[config.mk]
export PLATFORM = sky130hd
export DESIGN_NAME = demux_1x2_3bit_buf_flat
export DESIGN_NICKNAME = d
export VERILOG_FILES = /design/src/rtl/demux_1x2_3bit_buf_pkg.sv /design/src/rtl/demux_1x2_3bit_buf_if.sv /design/src/rtl/demux_1x2_3bit_buf_out_slot.sv /design/src/rtl/demux_1x2_3bit_buf.sv /design/src/flat_wrapper.sv
export SDC_FILE = /design/constraint.sdc
export NUM_CORES = 1
export LEC_CHECK = 0
export BUFFER_PORTS_ARGS = -buffer_cell sky130_fd_sc_hd__buf_2
export CORE_AREA = 10 10 47 49
export DETAILED_ROUTE_END_ITERATION = 16
export DIE_AREA = 0 0 57 59
export GPL_TIMING_DRIVEN = 0
export SYNTH_ARGS = -nofsm -noshare
export SYNTH_HDL_FRONTEND = slang
export SYNTH_SLANG_ARGS = --single-unit
[constraint.sdc]
create_clock -name clk -period 2.35 [get_ports clk]
set_input_delay 0 -clock clk [delete_from_list [all_inputs] [get_ports clk]]
set_output_delay 0 -clock clk [all_outputs]
set_load 0.03 [all_outputs]
[src/rtl/demux_1x2_3bit_buf_pkg.sv]
// rtl/demux_1x2_3bit_buf_pkg.sv - shared constants and types for the 1-to-2 registered demux
// Holds the default widths, slot state encoding and destination codes.
// Optional counter feature macro: DEMUX_STATS_EN.
package demux_1x2_3bit_buf_pkg;

    localparam int DEMUX_W     = 3;
    localparam int DEMUX_CNT_W = 8;

    typedef enum logic {
        SLOT_EMPTY = 1'b0,
        SLOT_FULL  = 1'b1
    } slot_state_e;

    localparam logic DST0 = 1'b0;
    localparam logic DST1 = 1'b1;

endpackage

[src/rtl/demux_1x2_3bit_buf_if.sv]
// rtl/demux_1x2_3bit_buf_if.sv - handshake bundle for the 1-to-2 registered demux
// Signals:
//   x, s, alt_mode, in_valid / in_ready : input stream and steering controls
//   m0, m0_valid / m0_ready             : output 0 stream
//   m1, m1_valid / m1_ready             : output 1 stream
//   cnt0, cnt1                          : delivery counters (DEMUX_STATS_EN only)
// Modports: master = producer/consumer side, slave = demux side.
interface demux_1x2_3bit_buf_if #(
    parameter int WIDTH = demux_1x2_3bit_buf_pkg::DEMUX_W
`ifdef DEMUX_STATS_EN
   ,parameter int CNT_W = demux_1x2_3bit_buf_pkg::DEMUX_CNT_W
`endif
);

    logic [WIDTH-1:0] x;
    logic             s;
    logic             alt_mode;
    logic             in_valid;
    logic             in_ready;
    logic [WIDTH-1:0] m0;
    logic             m0_valid;
    logic             m0_ready;
    logic [WIDTH-1:0] m1;
    logic             m1_valid;
    logic             m1_ready;
`ifdef DEMUX_STATS_EN
    logic [CNT_W-1:0] cnt0;
    logic [CNT_W-1:0] cnt1;

    modport master (
        output x, s, alt_mode, in_valid, m0_ready, m1_ready,
        input  in_ready, m0, m0_valid, m1, m1_valid, cnt0, cnt1
    );

    modport slave (
        input  x, s, alt_mode, in_valid, m0_ready, m1_ready,
        output in_ready, m0, m0_valid, m1, m1_valid, cnt0, cnt1
    );
`else
    modport master (
        output x, s, alt_mode, in_valid, m0_ready, m1_ready,
        input  in_ready, m0, m0_valid, m1, m1_valid
    );

    modport slave (
        input  x, s, alt_mode, in_valid, m0_ready, m1_ready,
        output in_ready, m0, m0_valid, m1, m1_valid
    );
`endif

endinterface

[src/rtl/demux_1x2_3bit_buf_out_slot.sv]
// rtl/demux_1x2_3bit_buf_out_slot.sv - one-entry output holding slot (module demux_out_slot)
// Ports:
//   clk, reset     : clock, synchronous active-high reset
//   load_i, data_i : write a new word into the slot this cycle
//   ready_i        : downstream consumer takes the held word
//   data_o, valid_o: held word and its valid flag (both registered)
//   cnt_o          : saturating delivery count (DEMUX_STATS_EN only)
module demux_out_slot
    import demux_1x2_3bit_buf_pkg::*;
#(
    parameter int WIDTH = DEMUX_W
`ifdef DEMUX_STATS_EN
   ,parameter int CNT_W = DEMUX_CNT_W
`endif
) (
    input  logic             clk,
    input  logic             reset,
    input  logic             load_i,
    input  logic [WIDTH-1:0] data_i,
    input  logic             ready_i,
    output logic [WIDTH-1:0] data_o,
    output logic             valid_o
`ifdef DEMUX_STATS_EN
   ,output logic [CNT_W-1:0] cnt_o
`endif
);

    slot_state_e      state_q;
    logic [WIDTH-1:0] data_q;

    // The top only raises load_i when the slot is empty or draining, so a
    // load in FULL always coincides with ready_i and replaces the word.
    always_ff @(posedge clk) begin
        if (reset) begin
            state_q <= SLOT_EMPTY;
            data_q  <= '0;
        end else if (state_q == SLOT_EMPTY) begin
            if (load_i) begin
                state_q <= SLOT_FULL;
                data_q  <= data_i;
            end
        end else begin
            if (load_i) begin
                data_q <= data_i;
            end else if (ready_i) begin
                state_q <= SLOT_EMPTY;
            end
        end
    end

    assign data_o  = data_q;
    assign valid_o = (state_q == SLOT_FULL);

`ifdef DEMUX_STATS_EN
    logic [CNT_W-1:0] cnt_q;
    logic [CNT_W-1:0] cnt_d;

    always_comb begin
        cnt_d = cnt_q;
        if (valid_o && ready_i && (cnt_q != {CNT_W{1'b1}})) begin
            cnt_d = cnt_q + 1'b1;
        end
    end

    always_ff @(posedge clk) begin
        if (reset) begin
            cnt_q <= '0;
        end else begin
            cnt_q <= cnt_d;
        end
    end

    assign cnt_o = cnt_q;
`endif

endmodule

[src/rtl/demux_1x2_3bit_buf.sv]
// rtl/demux_1x2_3bit_buf.sv - registered 1-to-2 demux with per-output holding slots
// Ports:
//   clk   : clock, rising edge
//   reset : synchronous active-high reset
//   bus   : demux_1x2_3bit_buf_if.slave (input stream, two output streams,
//           delivery counters when DEMUX_STATS_EN is defined)
// Steering uses s, or a round-robin pointer when alt_mode=1.
module demux_1x2_3bit_buf
    import demux_1x2_3bit_buf_pkg::*;
#(
    parameter int WIDTH = DEMUX_W
`ifdef DEMUX_STATS_EN
   ,parameter int CNT_W = DEMUX_CNT_W
`endif
) (
    input  logic                    clk,
    input  logic                    reset,
    demux_1x2_3bit_buf_if.slave     bus
);

    logic alt_ptr_q;
    logic alt_ptr_d;
    logic tgt;
    logic accept;
    logic load0;
    logic load1;

    assign tgt = bus.alt_mode ? alt_ptr_q : bus.s;

    // Only the targeted slot gates the input; the other slot never blocks.
    assign bus.in_ready = (tgt == DST0) ? (!bus.m0_valid || bus.m0_ready)
                                        : (!bus.m1_valid || bus.m1_ready);

    assign accept = bus.in_valid && bus.in_ready;
    assign load0  = accept && (tgt == DST0);
    assign load1  = accept && (tgt == DST1);

    // Pointer advances only on accepts made in alternate mode, so it resumes
    // where it left off when alt_mode is re-enabled.
    assign alt_ptr_d = (accept && bus.alt_mode) ? ~alt_ptr_q : alt_ptr_q;

    always_ff @(posedge clk) begin
        if (reset) begin
            alt_ptr_q <= DST0;
        end else begin
            alt_ptr_q <= alt_ptr_d;
        end
    end

    demux_out_slot #(
        .WIDTH (WIDTH)
`ifdef DEMUX_STATS_EN
       ,.CNT_W (CNT_W)
`endif
    ) u_slot0 (
        .clk     (clk),
        .reset   (reset),
        .load_i  (load0),
        .data_i  (bus.x),
        .ready_i (bus.m0_ready),
        .data_o  (bus.m0),
        .valid_o (bus.m0_valid)
`ifdef DEMUX_STATS_EN
       ,.cnt_o   (bus.cnt0)
`endif
    );

    demux_out_slot #(
        .WIDTH (WIDTH)
`ifdef DEMUX_STATS_EN
       ,.CNT_W (CNT_W)
`endif
    ) u_slot1 (
        .clk     (clk),
        .reset   (reset),
        .load_i  (load1),
        .data_i  (bus.x),
        .ready_i (bus.m1_ready),
        .data_o  (bus.m1),
        .valid_o (bus.m1_valid)
`ifdef DEMUX_STATS_EN
       ,.cnt_o   (bus.cnt1)
`endif
    );

endmodule

[src/flat_wrapper.sv]
// flat-port wrapper written by rule: the top's interface ports become plain ports
module demux_1x2_3bit_buf_flat import demux_1x2_3bit_buf_pkg::*;
#(
    parameter int WIDTH = DEMUX_W

)
  (clk, reset, bus_x, bus_s, bus_alt_mode, bus_in_valid, bus_m0_ready, bus_m1_ready, bus_in_ready, bus_m0, bus_m0_valid, bus_m1, bus_m1_valid);
  demux_1x2_3bit_buf_if #(.WIDTH(WIDTH)) bus_i ();
  input  logic clk;
  input  logic reset;
  input wire logic [$bits(bus_i.x)-1:0] bus_x;
  input wire logic [$bits(bus_i.s)-1:0] bus_s;
  input wire logic [$bits(bus_i.alt_mode)-1:0] bus_alt_mode;
  input wire logic [$bits(bus_i.in_valid)-1:0] bus_in_valid;
  input wire logic [$bits(bus_i.m0_ready)-1:0] bus_m0_ready;
  input wire logic [$bits(bus_i.m1_ready)-1:0] bus_m1_ready;
  output wire logic [$bits(bus_i.in_ready)-1:0] bus_in_ready;
  output wire logic [$bits(bus_i.m0)-1:0] bus_m0;
  output wire logic [$bits(bus_i.m0_valid)-1:0] bus_m0_valid;
  output wire logic [$bits(bus_i.m1)-1:0] bus_m1;
  output wire logic [$bits(bus_i.m1_valid)-1:0] bus_m1_valid;
  assign bus_i.x = bus_x;
  assign bus_i.s = bus_s;
  assign bus_i.alt_mode = bus_alt_mode;
  assign bus_i.in_valid = bus_in_valid;
  assign bus_i.m0_ready = bus_m0_ready;
  assign bus_i.m1_ready = bus_m1_ready;
  assign bus_in_ready = bus_i.in_ready;
  assign bus_m0 = bus_i.m0;
  assign bus_m0_valid = bus_i.m0_valid;
  assign bus_m1 = bus_i.m1;
  assign bus_m1_valid = bus_i.m1_valid;
  demux_1x2_3bit_buf #(.WIDTH(WIDTH)) u_core (.clk(clk), .reset(reset), .bus(bus_i));
endmodule
# Yosys cells after proc, flatten, opt, wreduce, memory -nomap -nowiden
# Cells that the tools add are included.
[word_totals]
regBits = 9
in_bits = 10
elab_cells = 25
[op_classes]
mux = 10
bitwise = 2
reduce_logical = 8
[ops]
columns = ["cell", "count"]
rows = [
  ["1-bit 2-to-1 mux", 10],
  ["1-bit logical AND", 4],
  ["1-bit logical NOT", 2],
  ["1-bit logical OR", 2],
  ["1-bit NOT", 2],
]

# Depth between registers and ports, before layout
[depth]
word_depth = 7
depth_mapped = 3
ltp_nobuf = 3

# By module
# A second synthesis with hierarchy kept.
[hier_totals]
hier_cells = 37
hier_area_um2 = 370.4
[modules_own_cells]
columns = ["mod", "n_inst", "cells_each", "area_each_um2"]
rows = [
  ["demux_out_slot", 2, 13, 136.4],
  ["demux_1x2_3bit_buf", 1, 11, 97.6],
]

# Least setup slack after synthesis
# Ideal clock, no wire load.
[synth_path]
path_kind = "reg-to-reg"
startpoint = "register u_core.u_slot1.state_q, in the netlist u_core.u_slot1.valid_o"
endpoint = "register u_core.alt_ptr_q"
arrival_time_ns = 1.014
required_time_ns = 2.272
path_slack_ns = 1.258
path_stages_with_launch = 4
n_path_buf = 0
synth_period_minus_slack_ns = 1.092
path_cell_list = "dfxtp_1 nand2b_1 and4_2 nor3_1"
[synth_via]
elab_chain_cells = 5
[synth_lines]
columns = ["item", "line_no", "text"]
rows = [
  ["from (decl)", "demux_1x2_3bit_buf_out_slot.sv:28", "slot_state_e state_q;"],
  ["from (signal assigned)", "demux_1x2_3bit_buf_out_slot.sv:35", "state_q <= SLOT_EMPTY;"],
  ["from (signal assigned)", "demux_1x2_3bit_buf_out_slot.sv:39", "state_q <= SLOT_FULL;"],
  ["from (signal assigned)", "demux_1x2_3bit_buf_out_slot.sv:46", "state_q <= SLOT_EMPTY;"],
  ["1-bit logical NOT", "demux_1x2_3bit_buf.sv:32", ": (!bus.m1_valid || bus.m1_ready);"],
  ["1-bit logical OR", "demux_1x2_3bit_buf.sv:32", ""],
  ["1-bit 2-to-1 mux", "demux_1x2_3bit_buf.sv:31", "assign bus.in_ready = (tgt == DST0) ? (!bus.m0_valid || bus.m0_ready)"],
  ["1-bit logical AND", "demux_1x2_3bit_buf.sv:34", "assign accept = bus.in_valid && bus.in_ready;"],
  ["1-bit logical AND", "demux_1x2_3bit_buf.sv:40", "assign alt_ptr_d = (accept && bus.alt_mode) ? ~alt_ptr_q : alt_ptr_q;"],
  ["to (signal assigned)", "demux_1x2_3bit_buf.sv:46", "alt_ptr_q <= alt_ptr_d;"],
  ["to (decl)", "demux_1x2_3bit_buf.sv:21", "logic alt_ptr_q;"],
]
# Every way passes these cells.
# A chain may end at the register's enable or synchronous reset.

# Final worst setup path
[layout_path]
startpoint = "register u_core.alt_ptr_q"
endpoint = "output bus_in_ready"
[layout_via]
elab_chain_cells = 2
[layout_lines]
columns = ["item", "line_no", "text"]
rows = [
  ["1-bit 2-to-1 mux", "demux_1x2_3bit_buf.sv:28", "assign tgt = bus.alt_mode ? alt_ptr_q : bus.s;"],
  ["1-bit 2-to-1 mux", "demux_1x2_3bit_buf.sv:31", ""],
  ["to (decl)", "flat_wrapper.sv:17", "output wire logic [$bits(bus_i.in_ready)-1:0] bus_in_ready;"],
]
# Every way passes these cells.

==> flow_summary.toml <==
[timing]
tightest_slew_ps = 324
finalCritPeriodShare_pct = 59.2
hold_violations = 0
period_minus_slack_ps = 1390
relSlewSlack_pct = 78.4
fmax_ghz = 0.719
setup_viol = 0
rsz0062_at_grt = "no"
slew_violations = 0
skew_ps = 1.76
setup_tns_ps = 0

[die]
die_x_um = 57
rows = 14
io_pins = 19
core_area_um2 = 1400
dieArea_um2 = 3360
die_h_um = 59
start_util_pct = 28.9

[route]
drt_wl_total_um = 933
ant_nets = 0
avgViaCountPerCell = 4.43
drt_iter0_drc = 4
drtPass1Iterations = 2
via_count = 332
routedWlPerCell_um = 12.4
drcViolationCount = 0

[critical_path]
cp.arrival_ps = 1390
worst_setup_path_start_kind = "flip-flop"
max_stage_delay_ps = 370
critPathCaptureType = "output pin"
critPathSlowestCell = "mux2_2"
cp.required_ps = 2350
path_max_fanout = 4
worstSetupPathType = "reg2out"
path_cells = "mux2i_2 -> mux2_2 -> buf_2"

[global_route]
grt-ovfl-total = 0
antenna_found_initial = 0
grt_pass1_vias = 372
grt_first_pass_wirelength_um = 1520
grt.total_usage_pct = 5.54
grt_max_degree = 11

[synthesis]
syn-num-nets = 47
synth-compound-area-share_pct = 4.01
synth_seq_cells = 9
synth-xor-area-share_pct = 0
synth_top_family_by_area = "simple AND/OR/NAND/NOR gates"
syn-cell-area_um2 = 405
yosysWarningCount = 0
synth-simple-area-share_pct = 29.6
synth_mux_area_share_pct = 21.0
syn_avg_cell_area_um2 = 11.0
synth.distinct_cells = 13
ys_seq_area_share_pct = 44.4
synth-adder-area-share_pct = 0
syn_inst = 37

[power_and_ir_drop]
power.density_nw_per_um2 = 665
total_power_mw = 0.360
ir_worst_vdd_mv = 0.265
power.static_leakage_nw = 0.263

[cts]
cts_hold_buf = 0
worstSkewPairLatency_ps = 260
path_clk_slew_ps = 70
post_cts_resize_count = 0
cts_tree = "yes"
cts_inserted_buffers = 3
clock-root-buffer = "clkbuf_4"
ctsHtreeMaxLevel = 1
clkSinkCount = 9
clockBufferDepth = 2
postCtsSetupBuffers = 0

[cells_and_area]
drive_above_1_share_pct = 44.1
antenna_cells = 0
final_nets = 70
num-fill-cells = 160
area_delta_synth_final_pct = 33.6

[status]
status = "complete, no violations"

[placement]
place_congestion = 0.607
port_buffers = 18
dp_hpwl_um = 733

[hold_path]
worstHoldPathType = "in2reg"

[flow_run]
drv_cap = 0
cells in the mapped netlist:
master	number	area (µm²)
nand2b_1	11	68.8
clkbuf_1	1	3.75
mux2i_2	1	13.8
a31oi_1	1	6.26
dfxtp_1	9	180
and3_4	1	11.3
nor3_1	1	5.00
nand3b_4	1	20.0
nand3_1	1	5.00
and4_2	1	10.0
mux2_2	1	11.3
a21oi_1	2	10.0
mux2i_1	6	60.1
state kept, by name (all words and copies together), names as in the netlist:
signal,flops
u_core.alt_ptr_q,1
u_core.u_slot0.data_o,3
u_core.u_slot0.valid_o,1
u_core.u_slot1.data_o,3
u_core.u_slot1.valid_o,1
power by group:
part           switching, mW  internal, mW
combinational         0.0409        0.0302
sequential           0.00499         0.162
clock                 0.0566        0.0655
total                  0.102         0.258
through the flow:
step	std cells	cell area, µm²	setup slack (ps)	hold WS, ps	utilization [%]
global route	75	542	905	48.3	38.7
finish	75	542	959	26.0	38.7
floorplan	37	405	1260	176	-
detailed placement	71	515	1250	300	36.8
global placement	71	515	1250	290	36.8
CTS	75	542	957	31.7	38.7
cells in the final DEF, fill, tap and decap left out:
cell / netlist / final
nand2b_1: 11 / 11
and4_2: 1 / 1
nand3_1: 1 / 1
nand3b_4: 1 / 1
mux2_2: 1 / 1
clkbuf_4: 0 / 3
a31oi_1: 1 / 1
a21oi_1: 2 / 2
mux2i_2: 1 / 1
mux2i_1: 6 / 6
buf_2: 0 / 18
nor3_1: 1 / 1
and3_4: 1 / 1
clkbuf_1: 1 / 2
dfxtp_1: 9 / 9
logic make-up after synthesis:
| family | Yosys count |
|---|---|
| simple gates | 16 |
| flops | 9 |
| mux | 8 |
| compound gates | 3 |
| buf+inv | 1 |
cell type report:
type | instances | area (µm²) | area share, %
buffer | 1 | 3.75 | 0.693
multi-input combinational | 27 | 221 | 40.9
timing repair buffer | 18 | 90.1 | 16.6
tap | 16 | 20.0 | 3.70
sequential | 9 | 180 | 33.3
clock buffer | 4 | 26.3 | 4.85
layer usage:
layer  track usage (%)  up-vias  share of wire, %
met2              7.91       12                39
li1                  -      173                 -
met3              2.58        0               6.3
met4              3.02        0                 0
met1              6.69      147                54
met5                 0        -                 0
critical path, delay by kind of cell (launching register included):
| kind | cells | cell delay, ps |
|---|---|---|
| muxes | 2 | 630 |
| buffers and inverters | 1 | 180 |
| DFF | 1 | 330 |
path summary, 6_finish.rpt:
kind | from | end | slack (ps) | cells after the start
worst min-delay path | bus_x[2] | u_core.u_slot0.data_o[2]$_SDFFE_PP0P_ | 30 | 3
worst min register to register | u_core.u_slot0.data_o[2]$_SDFFE_PP0P_ | u_core.u_slot0.data_o[2]$_SDFFE_PP0P_ | 470 | 2
worst max-delay path | u_core.alt_ptr_q$_SDFFE_PP0P_ | bus_in_ready | 960 | 3
worst max register to register | u_core.alt_ptr_q$_SDFFE_PP0P_ | u_core.u_slot1.data_o[2]$_SDFFE_PP0P_ | 1270 | 3
No activity file was read; power rests on OpenSTA's default activity.
